--- src/rtl/pcileech_cpl_bdf_restore_pkg.sv ---
// pcileech_cpl_pkg: completion header constants, tag-table entry type and counter helper
package pcileech_cpl_pkg;
    localparam logic [6:0] FMT_CPL      = 7'h0A;
    localparam logic [6:0] FMT_CPLD     = 7'h4A;
    localparam int         HDR_FMT_LO   = 24;
    localparam int         HDR_FUNC_LO  = 48;
    localparam int         HDR_TAG_LO   = 72;
    localparam int         CPL_TS_WIDTH = 16;

    typedef struct packed {
        logic                    valid;
        logic [7:0]              tag;
        logic [2:0]              orig_func;
        logic [2:0]              routed_func;
        logic [CPL_TS_WIDTH-1:0] ts;
    } cpl_tag_entry_t;

    function automatic logic [15:0] sat_inc(input logic [15:0] v, input logic en);
        return v + 16'(en && v != 16'hFFFF);
    endfunction
endpackage

--- src/rtl/pcileech_cpl_bdf_restore_if.sv ---
// IfAXIS128: 128-bit AXI-Stream TLP bus; tuser[0] marks the first beat of a TLP
interface IfAXIS128;
    logic [127:0] tdata;
    logic [15:0]  tkeep;
    logic         tlast;
    logic [31:0]  tuser;
    logic         tvalid;
    logic         tready;

    modport source(output tdata, tkeep, tlast, tuser, tvalid, input tready);
    modport sink(input tdata, tkeep, tlast, tuser, tvalid, output tready);
endinterface

--- src/rtl/pcileech_cpl_bdf_restore_tag_table.sv ---
// pcileech_cpl_tag_table: outstanding routed-request table with insert/release/sweep arbitration
// Expiry and collision counters exist only when PCILEECH_CPL_RESTORE_STATS_EN is defined.
module pcileech_cpl_tag_table
    import pcileech_cpl_pkg::*;
#(
    parameter int                  TAG_BITS       = 5,
    parameter int                  TS_WIDTH       = 16,
    parameter logic [TS_WIDTH-1:0] TIMEOUT_CYCLES = 16'd50000
) (
    input  logic                clk_i,
    input  logic                rst_ni,
    input  logic                ins_valid_i,
    input  logic [7:0]          ins_tag_i,
    input  logic [2:0]          ins_orig_func_i,
    input  logic [2:0]          ins_routed_func_i,
    input  logic                lk_valid_i,
    input  logic [7:0]          lk_tag_i,
    input  logic [2:0]          lk_func_i,
    output logic                lk_hit_o,
    output logic [2:0]          lk_orig_func_o,
    output logic [TAG_BITS:0]   outstanding_count_o,
    output logic [15:0]         timeout_count_o,
    output logic [15:0]         collision_count_o
);
    localparam int DEPTH = 1 << TAG_BITS;

    cpl_tag_entry_t      tbl_q [DEPTH];
    logic [TAG_BITS-1:0] ins_idx, lk_idx, sweep_q;
    logic [TS_WIDTH-1:0] ts_q, age;
    logic                release_en, expire_en;
    logic [TAG_BITS:0]   pop_d, count_q;

    // lookup sees pre-update contents; insert beats release beats sweep on a shared index
    always_comb begin
        ins_idx        = ins_tag_i[TAG_BITS-1:0];
        lk_idx         = lk_tag_i[TAG_BITS-1:0];
        lk_hit_o       = lk_valid_i && tbl_q[lk_idx].valid && tbl_q[lk_idx].tag == lk_tag_i &&
                         tbl_q[lk_idx].routed_func == lk_func_i;
        lk_orig_func_o = tbl_q[lk_idx].orig_func;
        release_en     = lk_hit_o && !(ins_valid_i && ins_idx == lk_idx);
        age            = ts_q - TS_WIDTH'(tbl_q[sweep_q].ts);
        expire_en      = tbl_q[sweep_q].valid && age >= TIMEOUT_CYCLES &&
                         !(ins_valid_i && ins_idx == sweep_q) && !(lk_hit_o && lk_idx == sweep_q);
        pop_d          = '0;
        for (int i = 0; i < DEPTH; i++) pop_d = pop_d + (TAG_BITS+1)'(tbl_q[i].valid);
    end

    // table state, free-running timestamp, sweep pointer and registered popcount
    always_ff @(posedge clk_i or negedge rst_ni) begin
        if (!rst_ni) begin
            for (int i = 0; i < DEPTH; i++) tbl_q[i] <= '0;
            sweep_q <= '0;
            ts_q    <= '0;
            count_q <= '0;
        end else begin
            ts_q    <= ts_q + 1'b1;
            sweep_q <= sweep_q + 1'b1;
            count_q <= pop_d;
            if (expire_en) tbl_q[sweep_q].valid <= 1'b0;
            if (release_en) tbl_q[lk_idx].valid <= 1'b0;
            if (ins_valid_i) tbl_q[ins_idx] <= '{1'b1, ins_tag_i, ins_orig_func_i, ins_routed_func_i,
                                                 CPL_TS_WIDTH'(ts_q)};
        end
    end

    assign outstanding_count_o = count_q;

`ifdef PCILEECH_CPL_RESTORE_STATS_EN
    logic [15:0] timeout_q, collision_q;

    // saturating counts of sweeper expiries and inserts over a live entry
    always_ff @(posedge clk_i or negedge rst_ni) begin
        if (!rst_ni) begin
            timeout_q   <= '0;
            collision_q <= '0;
        end else begin
            timeout_q   <= sat_inc(timeout_q, expire_en);
            collision_q <= sat_inc(collision_q, ins_valid_i && tbl_q[ins_idx].valid);
        end
    end

    assign timeout_count_o   = timeout_q;
    assign collision_count_o = collision_q;
`else
    assign timeout_count_o   = '0;
    assign collision_count_o = '0;
`endif
endmodule

--- src/rtl/pcileech_cpl_bdf_restore.sv ---
// pcileech_cpl_bdf_restore: registered AXIS slice restoring the original function in completion IDs
// Statistics counters are built only when PCILEECH_CPL_RESTORE_STATS_EN is defined.
module pcileech_cpl_bdf_restore
    import pcileech_cpl_pkg::*;
#(
    parameter int                  TAG_BITS       = 5,
    parameter int                  TS_WIDTH       = 16,
    parameter logic [TS_WIDTH-1:0] TIMEOUT_CYCLES = 16'd50000
) (
    input  logic              clk_pcie,
    input  logic              rst_n,
    input  logic              restore_enabled,
    input  logic              req_valid,
    input  logic [7:0]        req_tag,
    input  logic [2:0]        req_orig_func,
    input  logic [2:0]        req_routed_func,
    IfAXIS128.sink            tlps_in,
    IfAXIS128.source          tlps_out,
    output logic [TAG_BITS:0] outstanding_count,
    output logic [15:0]       miss_count,
    output logic [15:0]       timeout_count,
    output logic [15:0]       collision_count
);
    logic         out_valid_q, tlast_q;
    logic [127:0] tdata_q, tdata_d;
    logic [15:0]  tkeep_q;
    logic [31:0]  tuser_q;
    logic         accept, is_cpl, lk_valid, lk_hit;
    logic [2:0]   lk_orig_func, cpl_func;
    logic [6:0]   fmt_type;
    logic [7:0]   cpl_tag;

    assign tlps_in.tready  = !out_valid_q || tlps_out.tready;
    assign tlps_out.tvalid = out_valid_q;
    assign tlps_out.tdata  = tdata_q;
    assign tlps_out.tkeep  = tkeep_q;
    assign tlps_out.tlast  = tlast_q;
    assign tlps_out.tuser  = tuser_q;

    // decode first-beat completion headers and splice the original function back on a hit
    always_comb begin
        fmt_type = tlps_in.tdata[HDR_FMT_LO +: 7];
        cpl_func = tlps_in.tdata[HDR_FUNC_LO +: 3];
        cpl_tag  = tlps_in.tdata[HDR_TAG_LO +: 8];
        accept   = tlps_in.tvalid && tlps_in.tready;
        is_cpl   = fmt_type == FMT_CPL || fmt_type == FMT_CPLD;
        lk_valid = accept && tlps_in.tuser[0] && is_cpl;
        tdata_d  = tlps_in.tdata;
        tdata_d[HDR_FUNC_LO +: 3] = (lk_hit && restore_enabled) ? lk_orig_func : cpl_func;
    end

    // output register: fields load only on accept so they hold steady under backpressure
    always_ff @(posedge clk_pcie or negedge rst_n) begin
        if (!rst_n) begin
            out_valid_q <= 1'b0;
            tdata_q     <= '0;
            tkeep_q     <= '0;
            tlast_q     <= 1'b0;
            tuser_q     <= '0;
        end else if (accept) begin
            out_valid_q <= 1'b1;
            tdata_q     <= tdata_d;
            tkeep_q     <= tlps_in.tkeep;
            tlast_q     <= tlps_in.tlast;
            tuser_q     <= tlps_in.tuser;
        end else if (tlps_out.tready) begin
            out_valid_q <= 1'b0;
        end
    end

    pcileech_cpl_tag_table #(
        .TAG_BITS       (TAG_BITS),
        .TS_WIDTH       (TS_WIDTH),
        .TIMEOUT_CYCLES (TIMEOUT_CYCLES)
    ) u_table (
        .clk_i               (clk_pcie),
        .rst_ni              (rst_n),
        .ins_valid_i         (req_valid),
        .ins_tag_i           (req_tag),
        .ins_orig_func_i     (req_orig_func),
        .ins_routed_func_i   (req_routed_func),
        .lk_valid_i          (lk_valid),
        .lk_tag_i            (cpl_tag),
        .lk_func_i           (cpl_func),
        .lk_hit_o            (lk_hit),
        .lk_orig_func_o      (lk_orig_func),
        .outstanding_count_o (outstanding_count),
        .timeout_count_o     (timeout_count),
        .collision_count_o   (collision_count)
    );

`ifdef PCILEECH_CPL_RESTORE_STATS_EN
    logic [15:0] miss_q;

    // saturating count of completions that found no matching entry
    always_ff @(posedge clk_pcie or negedge rst_n) begin
        if (!rst_n) miss_q <= '0;
        else miss_q <= sat_inc(miss_q, lk_valid && !lk_hit);
    end

    assign miss_count = miss_q;
`else
    assign miss_count = '0;
`endif
endmodule

--- src/flat_wrapper.sv ---
// flat-port wrapper written by rule: the top's interface ports become plain ports
module pcileech_cpl_bdf_restore_flat import pcileech_cpl_pkg::*;
#(
    parameter int                  TAG_BITS       = 5,
    parameter int                  TS_WIDTH       = 16,
    parameter logic [TS_WIDTH-1:0] TIMEOUT_CYCLES = 16'd50000
)
  (clk_pcie, rst_n, restore_enabled, req_valid, req_tag, req_orig_func, req_routed_func, outstanding_count, miss_count, timeout_count, collision_count, tlps_in_tdata, tlps_in_tkeep, tlps_in_tlast, tlps_in_tuser, tlps_in_tvalid, tlps_in_tready, tlps_out_tdata, tlps_out_tkeep, tlps_out_tlast, tlps_out_tuser, tlps_out_tvalid, tlps_out_tready);
  IfAXIS128 tlps_in_i ();
  IfAXIS128 tlps_out_i ();
  input  logic clk_pcie;
  input  logic rst_n;
  input  logic restore_enabled;
  input  logic req_valid;
  input  logic [7:0] req_tag;
  input  logic [2:0] req_orig_func;
  input  logic [2:0] req_routed_func;
  output logic [TAG_BITS:0] outstanding_count;
  output logic [15:0] miss_count;
  output logic [15:0] timeout_count;
  output logic [15:0] collision_count;
  input wire logic [$bits(tlps_in_i.tdata)-1:0] tlps_in_tdata;
  input wire logic [$bits(tlps_in_i.tkeep)-1:0] tlps_in_tkeep;
  input wire logic [$bits(tlps_in_i.tlast)-1:0] tlps_in_tlast;
  input wire logic [$bits(tlps_in_i.tuser)-1:0] tlps_in_tuser;
  input wire logic [$bits(tlps_in_i.tvalid)-1:0] tlps_in_tvalid;
  output wire logic [$bits(tlps_in_i.tready)-1:0] tlps_in_tready;
  output wire logic [$bits(tlps_out_i.tdata)-1:0] tlps_out_tdata;
  output wire logic [$bits(tlps_out_i.tkeep)-1:0] tlps_out_tkeep;
  output wire logic [$bits(tlps_out_i.tlast)-1:0] tlps_out_tlast;
  output wire logic [$bits(tlps_out_i.tuser)-1:0] tlps_out_tuser;
  output wire logic [$bits(tlps_out_i.tvalid)-1:0] tlps_out_tvalid;
  input wire logic [$bits(tlps_out_i.tready)-1:0] tlps_out_tready;
  assign tlps_in_i.tdata = tlps_in_tdata;
  assign tlps_in_i.tkeep = tlps_in_tkeep;
  assign tlps_in_i.tlast = tlps_in_tlast;
  assign tlps_in_i.tuser = tlps_in_tuser;
  assign tlps_in_i.tvalid = tlps_in_tvalid;
  assign tlps_in_tready = tlps_in_i.tready;
  assign tlps_out_tdata = tlps_out_i.tdata;
  assign tlps_out_tkeep = tlps_out_i.tkeep;
  assign tlps_out_tlast = tlps_out_i.tlast;
  assign tlps_out_tuser = tlps_out_i.tuser;
  assign tlps_out_tvalid = tlps_out_i.tvalid;
  assign tlps_out_i.tready = tlps_out_tready;
  pcileech_cpl_bdf_restore #(.TAG_BITS(TAG_BITS), .TS_WIDTH(TS_WIDTH), .TIMEOUT_CYCLES(TIMEOUT_CYCLES)) u_core (.clk_pcie(clk_pcie), .rst_n(rst_n), .restore_enabled(restore_enabled), .req_valid(req_valid), .req_tag(req_tag), .req_orig_func(req_orig_func), .req_routed_func(req_routed_func), .tlps_in(tlps_in_i), .tlps_out(tlps_out_i), .outstanding_count(outstanding_count), .miss_count(miss_count), .timeout_count(timeout_count), .collision_count(collision_count));
endmodule
--- config.mk ---
export PLATFORM = sky130hd
export DESIGN_NAME = pcileech_cpl_bdf_restore_flat
export DESIGN_NICKNAME = d
export VERILOG_FILES = /design/src/rtl/pcileech_cpl_bdf_restore_pkg.sv /design/src/rtl/pcileech_cpl_bdf_restore_if.sv /design/src/rtl/pcileech_cpl_bdf_restore_tag_table.sv /design/src/rtl/pcileech_cpl_bdf_restore.sv /design/src/flat_wrapper.sv
export SDC_FILE = /design/constraint.sdc
export NUM_CORES = 2
export LEC_CHECK = 0
export ABC_AREA = 1
export BUFFER_PORTS_ARGS = -buffer_cell sky130_fd_sc_hd__buf_4
export CAP_MARGIN = 20
export CORE_UTILIZATION = 55
export DETAILED_ROUTE_END_ITERATION = 12
export HOLD_SLACK_MARGIN = 0.06
export PLACE_DENSITY = 0.74
export SLEW_MARGIN = 10
export SYNTH_ARGS = -nofsm -noshare
export SYNTH_HDL_FRONTEND = slang
export SYNTH_HIERARCHICAL = 1
export SYNTH_SLANG_ARGS = --single-unit
--- constraint.sdc ---
create_clock -name clk_pcie -period 5.4 [get_ports clk_pcie]
set_input_delay 1.08 -clock clk_pcie [delete_from_list [all_inputs] [get_ports clk_pcie]]
set_output_delay 1.08 -clock clk_pcie [all_outputs]
set_load 0.01 [all_outputs]
==> tab_implementation.tex <==
\begin{tabular}{lr}
\hline
Metric & Value \\
\hline
\multicolumn{2}{l}{\textbf{Synth}} \\
Share of async-settable or async-resettable flops after synthesis & 100\% \\
Mapped Avg Cell Area & about 8 sq um \\
Library cells used by synthesis & 46 \\
Share of the synthesized area in the top cell type & a little over half \\
Count of flip-flops with a built-in enable after synthesis & 0 \\
Synthesized cell area & 0.0546 sq mm \\
Synthesis-stage register bit count & between 1000 and 1500 \\
Leading post-synthesis cells by cell area & dfrtp\_1 55\%, nand2\_1 16\%, o21ai\_0 10\%, nor2\_1 3.2\%, clkbuf\_1 2.4\% \\
Cell type with the largest total area after synthesis & dfrtp\_1 \\
Synth warn & 6 \\
Number of instances in the synthesized netlist & $\sim$6600 \\
Most used flip-flop cell after synthesis & dfrtp\_1 \\
Post-synthesis sequential area ratio & between 50 and 60\% \\
\multicolumn{2}{l}{\textbf{Detailed routing}} \\
Routed wire length & 175000 microns \\
Routed wire per std cell & 21.3 microns \\
Routed vias/inst & between 5 and 6 \\
Final routed DRC violation total & 0 \\
Via count & roughly 48000 \\
Number of antenna-violating nets in the routed design & 0 \\
Initial DRT Pass Iterations & 8 \\
Iteration-0 DRC count of the detailed router & roughly 6000 \\
\multicolumn{2}{l}{\textbf{Timing}} \\
Final clock skew & roughly 0.017 ns \\
Transition time at the pin with the least slew margin & between 1 and 1.5 ns \\
Peak Freq & between 200 and 250 MHz \\
Final Critical Period & 4.74 ns \\
Hold violation count in the final report & 0 \\
Setup repair after global routing missed its margin & no \\
Setup slack after layout & approximately 0.66 ns \\
Max-slew violation total from the final report & 0 \\
Summed negative setup slack over all endpoints & 0 ns \\
Final setup violation count & 0 \\
Post-route fraction of the period consumed by the critical path & between 80\% and 90\% \\
Worst slew margin & 22.7\% \\
\multicolumn{2}{l}{\textbf{CTS}} \\
TritonCTS buffer count & 121 \\
Clock tree root buffer cell & clkbuf\_16 \\
Setup Buffers After CTS & 0 \\
Clock latency of the later-clocked register in the worst-skew pair & between 0.7 and 0.8 ns \\
TritonCTS clock tree & yes \\
H-tree depth reported by CTS & 3 \\
TritonCTS sink count & 1197 \\
Maximum number of buffers from clock root to sink & 3 \\
Count of instances resized after the clock tree is built & 0 \\
Hold bufs inserted after CTS & 0 \\
Post-CTS clock slew at the launch and capture registers of the worst setup and hold paths & roughly 0.06 ns \\
\multicolumn{2}{l}{\textbf{Global route}} \\
GRT busiest layer & met2 \\
Met1 Usage GRT & 47.2\% \\
GR met2 Demand/Resource & 51.6\% \\
Maximum number of pins on one net before global-route repair & roughly 160 \\
First-pass GRT wire length & around 270000 microns \\
Global Route Usage Sum & roughly 34\% \\
Via count of the first global-routing pass & 45100 \\
Antenna violations before repair & 6 \\
Residual overflow from global routing & 0 \\
GRT met3 Usage & slightly below 8\% \\
\multicolumn{2}{l}{\textbf{Critical path}} \\
Kind of start point of the critical path & flip-flop \\
Endpoint class of the critical path & flip-flop \\
Worst path required time & about 6.0 ns \\
CP Max Fanout & 32 \\
Worst setup path class & flip-flop to flip-flop \\
Arrival time of the worst setup path & 5.29 ns \\
\multicolumn{2}{l}{\textbf{Die}} \\
I/O pins & 430 \\
Core box area & 0.0984 sq mm \\
Die extent in y & around 320 microns \\
Overall die area & between 0.1 and 0.15 sq mm \\
Placement Rows & between 100 and 150 \\
Initial standard-cell utilization of the core & a little under three fifths \\
Die W & between 300 and 400 microns \\
\multicolumn{2}{l}{\textbf{Finish}} \\
Area grow syn2layout & 14.0\% \\
Fraction of final layout cells sized beyond drive strength 1 & 11.8\% \\
Number of inserted filler cells in the final layout & approximately 8300 \\
Commonest cells after routing, fill and taps aside & 2333 x nand2\_1, 1195 x dfrtp\_1, 1101 x o21ai\_0 \\
Most frequent standard cell in the layout excluding fill and tap cells & nand2\_1 \\
NumNets Final & 7050 \\
\multicolumn{2}{l}{\textbf{Job}} \\
Max-capacitance violation count & 0 \\
\multicolumn{2}{l}{\textbf{Place}} \\
Total of buffers placed on input and output ports & approximately 380 \\
Setup slack after placement & around 0.7 ns \\
Weighted congestion reported at the end of routability-driven placement & roughly 0.96 \\
DPL Wire Length & 106000 microns \\
\multicolumn{2}{l}{\textbf{Power}} \\
Worst vdd rail ir drop & 0.774 mV \\
PwrDens & $\sim$400 mW/mm\^{}2 \\
Leak & 31.1 nW \\
\multicolumn{2}{l}{\textbf{Outcome}} \\
Result of the run & finished, final reports clean \\
\multicolumn{2}{l}{\textbf{Min path}} \\
Classification of the worst-slack hold path & input port to asynchronous set/reset pin \\
\hline
\end{tabular}
==> logic make-up after synthesis <==
| kind of cell | count (synthesis) | synth area share [%] |
|---|---|---|
| other | 2 | 0.0138 |
| xor gates and xnor gates | 28 | 0.449 |
| buffers and inverters | 829 | 6.58 |
| adders and majority gates | 54 | 1.58 |
| DFF | 1197 | 54.8 |
| AOI/OAI and AO/OA | 1407 | 13.9 |
| and+or+nand+nor | 3132 | 22.6 |
==> final timing paths <==
kind | from | endpoint | slack (ns) | depth (start not counted)
max in group asynchronous | rst_n | u_core/tlps_out.tuser[28]$_DFFE_PN0P_ | 3.56 | 2
setup / recovery | u_core/u_table/sweep_q[4]$_DFF_PN0_ | u_core/u_table/tbl_q[588]$_DFF_PN0_ | 0.66 | 25
hold / removal | rst_n | u_core/u_table/tbl_q[584]$_DFFE_PN0P_ | 0.33 | 1
hold reg to reg | u_core/u_table/tbl_q[922]$_DFFE_PN0P_ | u_core/u_table/tbl_q[922]$_DFFE_PN0P_ | 0.45 | 2
setup reg to reg | u_core/u_table/sweep_q[4]$_DFF_PN0_ | u_core/u_table/tbl_q[588]$_DFF_PN0_ | 0.66 | 25
min in group clk_pcie | u_core/u_table/tbl_q[922]$_DFFE_PN0P_ | u_core/u_table/tbl_q[922]$_DFFE_PN0P_ | 0.45 | 2
==> power breakdown <==
part / leakage (nW) / total, mW / switching [mW] / internal [mW]
combinational: 13.8 / 5.52 / 3.17 / 2.35
sequential: 15.3 / 10.8 / 0.647 / 10.2
clock: 1.99 / 8.50 / 3.51 / 4.99
==> worst max-delay path: stages, from the launching register on <==
cell and delay [ns]:
dfrtp_1 0.67, inv_1 0.27, nor3_4 0.64, buf_4 0.26, buf_4 0.23, nand2_1 0.09, nand4_1 0.10, nor3_1 0.09
fa_1 0.44, nand3_1 0.11, nand2_1 0.09, nand2_1 0.07, nand2_1 0.11, nand3_1 0.12, nand2_1 0.07, nand2_1 0.08
nand2_1 0.05, nand2_1 0.06, nand2_1 0.05, nand2_1 0.07, nor2_1 0.07, nor2_2 0.09, buf_4 0.38, nand4_1 0.16
nand3_1 0.12, nand2_1 0.05
==> cell type report <==
| type | count | area, sq um | share of cell area (%) |
|---|---|---|---|
| clock buffer | 193 | 3740 | 6.00 |
| antenna | 6 | 15.0 | 0.0241 |
| multi-input combinational | 4669 | 21400 | 34.4 |
| sequential | 1197 | 30000 | 48.1 |
| tap | 1287 | 1610 | 2.59 |
| inverter | 304 | 1150 | 1.85 |
| clock inverter | 28 | 315 | 0.507 |
| timing repair buffer | 506 | 4070 | 6.54 |
==> Yosys cell counts, types with 2 or more instances <==
| cell type | number |
|---|---|
| nand2_1 | 2364 |
| dfrtp_1 | 1197 |
| o21ai_0 | 1101 |
| nor2_1 | 467 |
| clkbuf_1 | 346 |
| inv_1 | 298 |
| o22ai_1 | 134 |
| nand3_1 | 133 |
| buf_2 | 81 |
| buf_4 | 74 |
| a22oi_1 | 56 |
| nand4_1 | 56 |
| or2_2 | 52 |
| a21oi_1 | 37 |
| ha_1 | 29 |
| a221oi_1 | 28 |
| a22o_1 | 28 |
| fa_1 | 25 |
| xor2_1 | 25 |
| nor3_1 | 24 |
| buf_6 | 13 |
| nor2_2 | 13 |
| buf_1 | 11 |
| and2_1 | 10 |
| a211oi_1 | 5 |
| inv_2 | 5 |
| nand3b_1 | 5 |
| o21ai_1 | 4 |
| a21boi_0 | 3 |
| xnor2_1 | 3 |
| a31oi_1 | 2 |
| conb_1 | 2 |
| nand2_2 | 2 |
| nor4_1 | 2 |
| o2111ai_1 | 2 |
| o211ai_1 | 2 |
==> metrics by stage <==
stage          hold WS (ns)  util, %  total power, mW  cell area, sq um  std cells
2_1_floorplan         0.419        -             14.7             54800       6695
3_3_place_gp          0.432     59.1             16.3             58100       7961
3_5_place_dp          0.435     59.1             16.4             58200       7962
4_1_cts               0.340     63.2             24.9             62200       8183
5_1_grt               0.366     63.2             26.3             62200       8188
6_report              0.332     63.2             24.8             62200       8190
==> layer usage <==
metal / vias up / part of all wire (%)
met2: 2539 / 44
met3: 519 / 10
met5: - / 0.077
met1: 23200 / 40
met4: 4 / 4.9
li1: 21700 / -
==> registers in the layout, summed over array words and instances, names as in the netlist <==
| name | count |
|---|---|
| u_core/u_table/tbl_q | 992 |
| u_core/tlps_out.tdata | 128 |
| u_core/tlps_out.tuser | 32 |
| u_core/tlps_out.tkeep | 16 |
| u_core/u_table/ts_q | 16 |
| u_core/u_table/outstanding_count_o | 6 |
| u_core/u_table/sweep_q | 5 |
| u_core/tlps_out.tlast | 1 |
| u_core/tlps_out.tvalid | 1 |
No activity file was read; power rests on OpenSTA's default activity.
